`src/rtl/counter_pkg.sv`:
```
// Shared types and defaults for the counter timer controller.
// The optional prescaler is enabled with COUNTER_TIMER_PRESCALE_EN.
package counter_pkg;

    localparam int COUNTER_W = 8;

    typedef enum logic [1:0] {
        IDLE   = 2'd0,
        RUN    = 2'd1,
        PAUSED = 2'd2,
        DONE   = 2'd3
    } state_e;

endpackage

```
`src/rtl/counter_core.sv`:
```
// Up-counter datapath: synchronous clear has priority over enable.
module counter_core #(
    parameter int N = 8
) (
    input  logic         clk,
    input  logic         reset,
    input  logic         clr,
    input  logic         en,
    output logic [N-1:0] count
);

    logic [N-1:0] count_q, count_d;

    always_comb begin
        count_d = count_q;
        if (clr) begin
            count_d = '0;
        end else if (en) begin
            count_d = count_q + 1'b1;
        end
    end

    always_ff @(posedge clk or posedge reset) begin
        if (reset) begin
            count_q <= '0;
        end else begin
            count_q <= count_d;
        end
    end

    assign count = count_q;

endmodule

```
`src/rtl/counter_timer_ctrl.sv`:
```
// Timer controller sequencing counter_core: start/stop/pause, one-shot or periodic.
// Define COUNTER_TIMER_PRESCALE_EN to count one tick every PRESCALE cycles.
module counter_timer_ctrl
    import counter_pkg::*;
#(
    parameter int N        = COUNTER_W,
    parameter int PRESCALE = 4
) (
    input  logic         clk,
    input  logic         reset,
    input  logic         start,
    input  logic         stop,
    input  logic         pause,
    input  logic         periodic,
    input  logic [N-1:0] limit,
    output logic [N-1:0] count,
    output logic         busy,
    output logic         done,
    output logic         tc,
    output logic [1:0]   state
);

    if (PRESCALE < 1) begin : g_bad_prescale
        $error("counter_timer_ctrl: PRESCALE must be >= 1");
    end

    state_e       state_q, state_d;
    logic [N-1:0] limit_q, limit_d;
    logic         periodic_q, periodic_d;
    logic         tc_q, tc_d;
    logic         clr, en, load, run_step, tick, at_limit;
    logic [N-1:0] count_w;

    counter_core #(.N(N)) u_core (
        .clk   (clk),
        .reset (reset),
        .clr   (clr),
        .en    (en),
        .count (count_w)
    );

    assign at_limit = (count_w == limit_q);

`ifdef COUNTER_TIMER_PRESCALE_EN
    localparam int DW = (PRESCALE > 1) ? $clog2(PRESCALE) : 1;
    logic [DW-1:0] div_q, div_d;

    assign tick = (div_q == DW'(PRESCALE - 1));

    // Divider restarts on any (re)load or abort and only advances while running.
    always_comb begin
        div_d = div_q;
        if (stop || load) begin
            div_d = '0;
        end else if (run_step) begin
            div_d = tick ? '0 : div_q + 1'b1;
        end
    end

    always_ff @(posedge clk or posedge reset) begin
        if (reset) begin
            div_q <= '0;
        end else begin
            div_q <= div_d;
        end
    end
`else
    assign tick = 1'b1;
`endif

    always_comb begin
        state_d    = state_q;
        limit_d    = limit_q;
        periodic_d = periodic_q;
        tc_d       = 1'b0;
        clr        = 1'b0;
        en         = 1'b0;
        load       = 1'b0;
        run_step   = 1'b0;
        if (stop) begin
            state_d = IDLE;
            clr     = 1'b1;
        end else begin
            unique case (state_q)
                IDLE, DONE: begin
                    if (start) begin
                        load       = 1'b1;
                        state_d    = RUN;
                        limit_d    = limit;
                        periodic_d = periodic;
                        clr        = 1'b1;
                    end
                end
                RUN, PAUSED: begin
                    // Dropping pause in PAUSED counts on the same edge as the return to RUN.
                    if (pause) begin
                        state_d = PAUSED;
                    end else begin
                        state_d  = RUN;
                        run_step = 1'b1;
                        if (tick) begin
                            if (at_limit) begin
                                tc_d = 1'b1;
                                if (periodic_q) begin
                                    clr = 1'b1;
                                end else begin
                                    state_d = DONE;
                                end
                            end else begin
                                en = 1'b1;
                            end
                        end
                    end
                end
                default: state_d = IDLE;
            endcase
        end
    end

    always_ff @(posedge clk or posedge reset) begin
        if (reset) begin
            state_q    <= IDLE;
            limit_q    <= '0;
            periodic_q <= 1'b0;
            tc_q       <= 1'b0;
        end else begin
            state_q    <= state_d;
            limit_q    <= limit_d;
            periodic_q <= periodic_d;
            tc_q       <= tc_d;
        end
    end

    assign count = count_w;
    assign busy  = (state_q == RUN) || (state_q == PAUSED);
    assign done  = (state_q == DONE);
    assign tc    = tc_q;
    assign state = state_q;

endmodule

```
`config.mk`:
```
export PLATFORM = sky130hd
export DESIGN_NAME = counter_timer_ctrl
export DESIGN_NICKNAME = d
export VERILOG_FILES = /design/src/rtl/counter_pkg.sv /design/src/rtl/counter_core.sv /design/src/rtl/counter_timer_ctrl.sv
export SDC_FILE = /design/constraint.sdc
export NUM_CORES = 1
export LEC_CHECK = 0
export BUFFER_PORTS_ARGS = -buffer_cell sky130_fd_sc_hd__buf_2
export CAP_MARGIN = 20
export CORE_MARGIN = 10
export CORE_UTILIZATION = 35
export CTS_BUF_LIST = sky130_fd_sc_hd__clkbuf_4 sky130_fd_sc_hd__clkbuf_8 sky130_fd_sc_hd__clkbuf_16
export DETAILED_ROUTE_END_ITERATION = 10
export PLACE_DENSITY = 0.55
export REMOVE_ABC_BUFFERS = 1
export SYNTH_ARGS = -nofsm -noshare
export SYNTH_HDL_FRONTEND = slang
export SYNTH_SLANG_ARGS = --single-unit
export TNS_END_PERCENT = 5
```
`constraint.sdc`:
```
create_clock -name clk -period 2.1 [get_ports clk]
set_input_delay 0.105 -clock clk [delete_from_list [all_inputs] [get_ports clk]]
set_output_delay 0.105 -clock clk [all_outputs]
set_load 0.01 [all_outputs]
```
==> metrics.csv <==
metric,value,unit
required,2280,ps
root_buffer,clkbuf_4,
antenna_left,0,
yosys.area.top_type_share,47.11,%
grt_pass1_wl,4057,µm
viasPerCell,4.924,
netlist-cell-type-count,25,
antenna_found_initial,0,
io_buffers,26,
rows,19,
rsz0062_at_grt,false,
initial_core_util,37.55,%
layout.nets,144,
ys.warnings.count,0,
cts_tree,yes,
grt_pass1_vias,911,
fmax,578.8,MHz
fp.dieH,75.09,µm
synthSimpleGateAreaFrac,14.72,%
drc,0,
async_flop_share,100.0,%
drtPass1Iterations,4,
placed_cell_area,1250,µm²
yosys.area.top_type,dfrtp_1,
clkTransAtPathRegs,110,ps
avgSynthCellArea,11.42,µm²
finalClockSkew,2.001,ps
crit_fanout,10,
grt_overflow,0,
clk_path_buf_depth,2,
setup.worst_path.start_class,flip-flop,
p_clk_share,16.3,%
grt_max_degree,21,
power.leakage,0.6118,nW
p_sw,0.5068,mW
setup.worst_path.class,reg -> reg,
wirelength,2337,µm
fin_area,1306,µm²
hpwl,1858,µm
setup_viol,0,
final-instance-count-excl-fill,158,
max-cap-violations,0,
cts_buffers,3,
yosys.area_share.xor_xnor,15.19,%
maxSlewHeadroom,49.48,%
synth_ff_type,dfrtp_1,
cp_slowest_cell,o41ai_4,
postSynthCellCount,93,
endpoint_kind,flip-flop,
cp.arrival,1910,ps
synthTopCellsByArea,"dfrtp_1 (47%), mux2_2 (8.5%), xnor2_2 (6.1%)",
layout-drive-gt1-share,38.58,%
wire_per_inst,14.79,µm
combPwrFrac,41.5,%
netlist_area,1062,µm²
core,2829,µm²
area_growth_syn_to_layout,22.97,%
power_frac_seq,42.1,%
drv_slew,0,
post-route-min-period,1728,ps
crit_chain,xnor2_2 > nand4_4 > o41ai_4 > nor2_1,
synth-compound-area-share,9.069,%
tightest_slew,757.0,ps
p_per_area,1065,nW/µm²
fin_util,46.17,%
p_sw_share,36.45,%
place_congestion,0.8230,
track_usage,9.185,%
run_status,completed,
internal_power,0.8838,mW
finalCritPeriodShare,82.27,%
antenna_cells,0,
ir_worst_vdd,461.0,µV
ys_seq_area_share,47.11,%
clk_latency,300,ps
fp.dieW,75.09,µm
vias,778,
cts_sinks,20,
htree_num_levels,1,
drt_iter0_drc,29,
synth_top_family_by_area,XOR/XNOR gates,
synth_fa_ha_area_share,2.356,%
slowest_delay,600,ps
hold_class,in -> reg,
synthMuxAreaShare,9.423,%
fp.dieArea,5639,µm²
dp.cells,152,
fin_setup_tns,0,ps
num_io_pins,27,
cts_resized,0,
synth_edf_count,0,
ys_ff_latch,20,
hold_viol_final,0,
## routing by layer
layer	GRT usage, %	routed length, µm	up-vias
li1	-	-	388
met1	9.645	988	372
met2	15.62	1153	14
met3	3.548	163	4
met4	4.832	32	0
met5	0	0	-
## worst paths after layout
kind	slack, ps	from	endpoint	depth (start not counted)
hold / removal	20	limit[3]	limit_q[3]	2
setup reg to reg	370	u_core.count[6]	u_core.count[5]	4
setup / recovery	370	u_core.count[6]	u_core.count[5]	4
min in group asynchronous	470	reset	limit_q[3]	3
hold reg to reg	540	limit_q[2]	limit_q[2]	1
max in group asynchronous	1160	reset	u_core.count[2]	3
## Yosys cell counts (2+ instances only)
library cell	number
a21oi_1	3
dfrtp_1	20
ha_1	2
inv_1	5
mux2_2	8
nand2_1	4
nor2_1	14
nor3_1	3
o211ai_1	2
o21ai_0	5
xnor2_1	5
xnor2_2	4
xor2_1	6
## cell families (layout without fill, tap and decap cells)
logic type                 count (synthesis)  count (layout)
and+or+nand+nor                           28              28
DFF                                       20              20
xor gates and xnor gates                  15              15
AOI/OAI and AO/OA                         13              13
muxes                                      9               9
buffers and inverters                      6              40
adders and majority gates                  2               2
## state kept, by name (all words and copies together) (netlist names)
name	flops
tc	1
limit_q	8
u_core.count	8
periodic_q	1
state	2
## cells in the final DEF, fill, tap and decap left out
cell type	instances
buf_2	26
dfrtp_1	20
nor2_1	14
mux2_2	8
xor2_1	6
xnor2_1	5
inv_1	5
o21ai_0	5
xnor2_2	4
nand2_1	4
nor3_1	3
a21oi_1	3
clkbuf_4	3
buf_4	3
o211ai_1	2
ha_1	2
dlygate4sd3_1	2
nand4_4	1
nand4_2	1
nand2b_1	1
o41ai_4	1
nand4bb_1	1
nand4_1	1
nor3_2	1
o2111ai_1	1
nor4_1	1
o21ai_1	1
mux2i_1	1
clkbuf_8	1
## critical path, delay by kind of cell (launching register included)
family	cells	cell delay, ps
AO/OA/AOI/OAI	1	600
flip-flops	1	460
XOR/XNOR	1	230
AND/OR/NAND/NOR	2	310
## power groups by stage
stage | clock network, mW | registers, mW | logic [mW]
3_5_place_dp | 0 | 0.599 | 0.587
3_3_place_gp | 0 | 0.591 | 0.573
2_1_floorplan | 0 | 0.588 | 0.427
4_1_cts | 0.235 | 0.590 | 0.591
5_1_grt | 0.243 | 0.603 | 0.642
6_report | 0.227 | 0.586 | 0.578
## through the flow
| stage | power [mW] | worst slack, ps | hold WS (ps) |
|---|---|---|---|
| global route | 1.489 | 178.0 | 21.70 |
| detailed placement | 1.186 | 350.7 | 274.9 |
| finish | 1.391 | 372.4 | 22.37 |
| floorplan | 1.015 | 346.4 | 68.83 |
| global placement | 1.164 | 399.7 | 282.1 |
| CTS | 1.416 | 335.9 | 15.66 |
## layout make-up
cell class | count | area, µm²
Tap cell | 31 | 38.79
Multi-Input combinational cell | 67 | 539.3
Clock buffer | 4 | 36.28
Fill cell | 283 | 1523
Timing Repair Buffer | 31 | 172.7
Inverter | 5 | 18.77
Sequential cell | 20 | 500.5
## what timing repair did
item / CTS / global route
hold buffers: 2 / 0
endpoints found under the hold margin: 21 / 0
setup buffers: 0 / 0
setup endpoints to repair: 0 / 0
No activity file was read; power rests on OpenSTA's default activity.
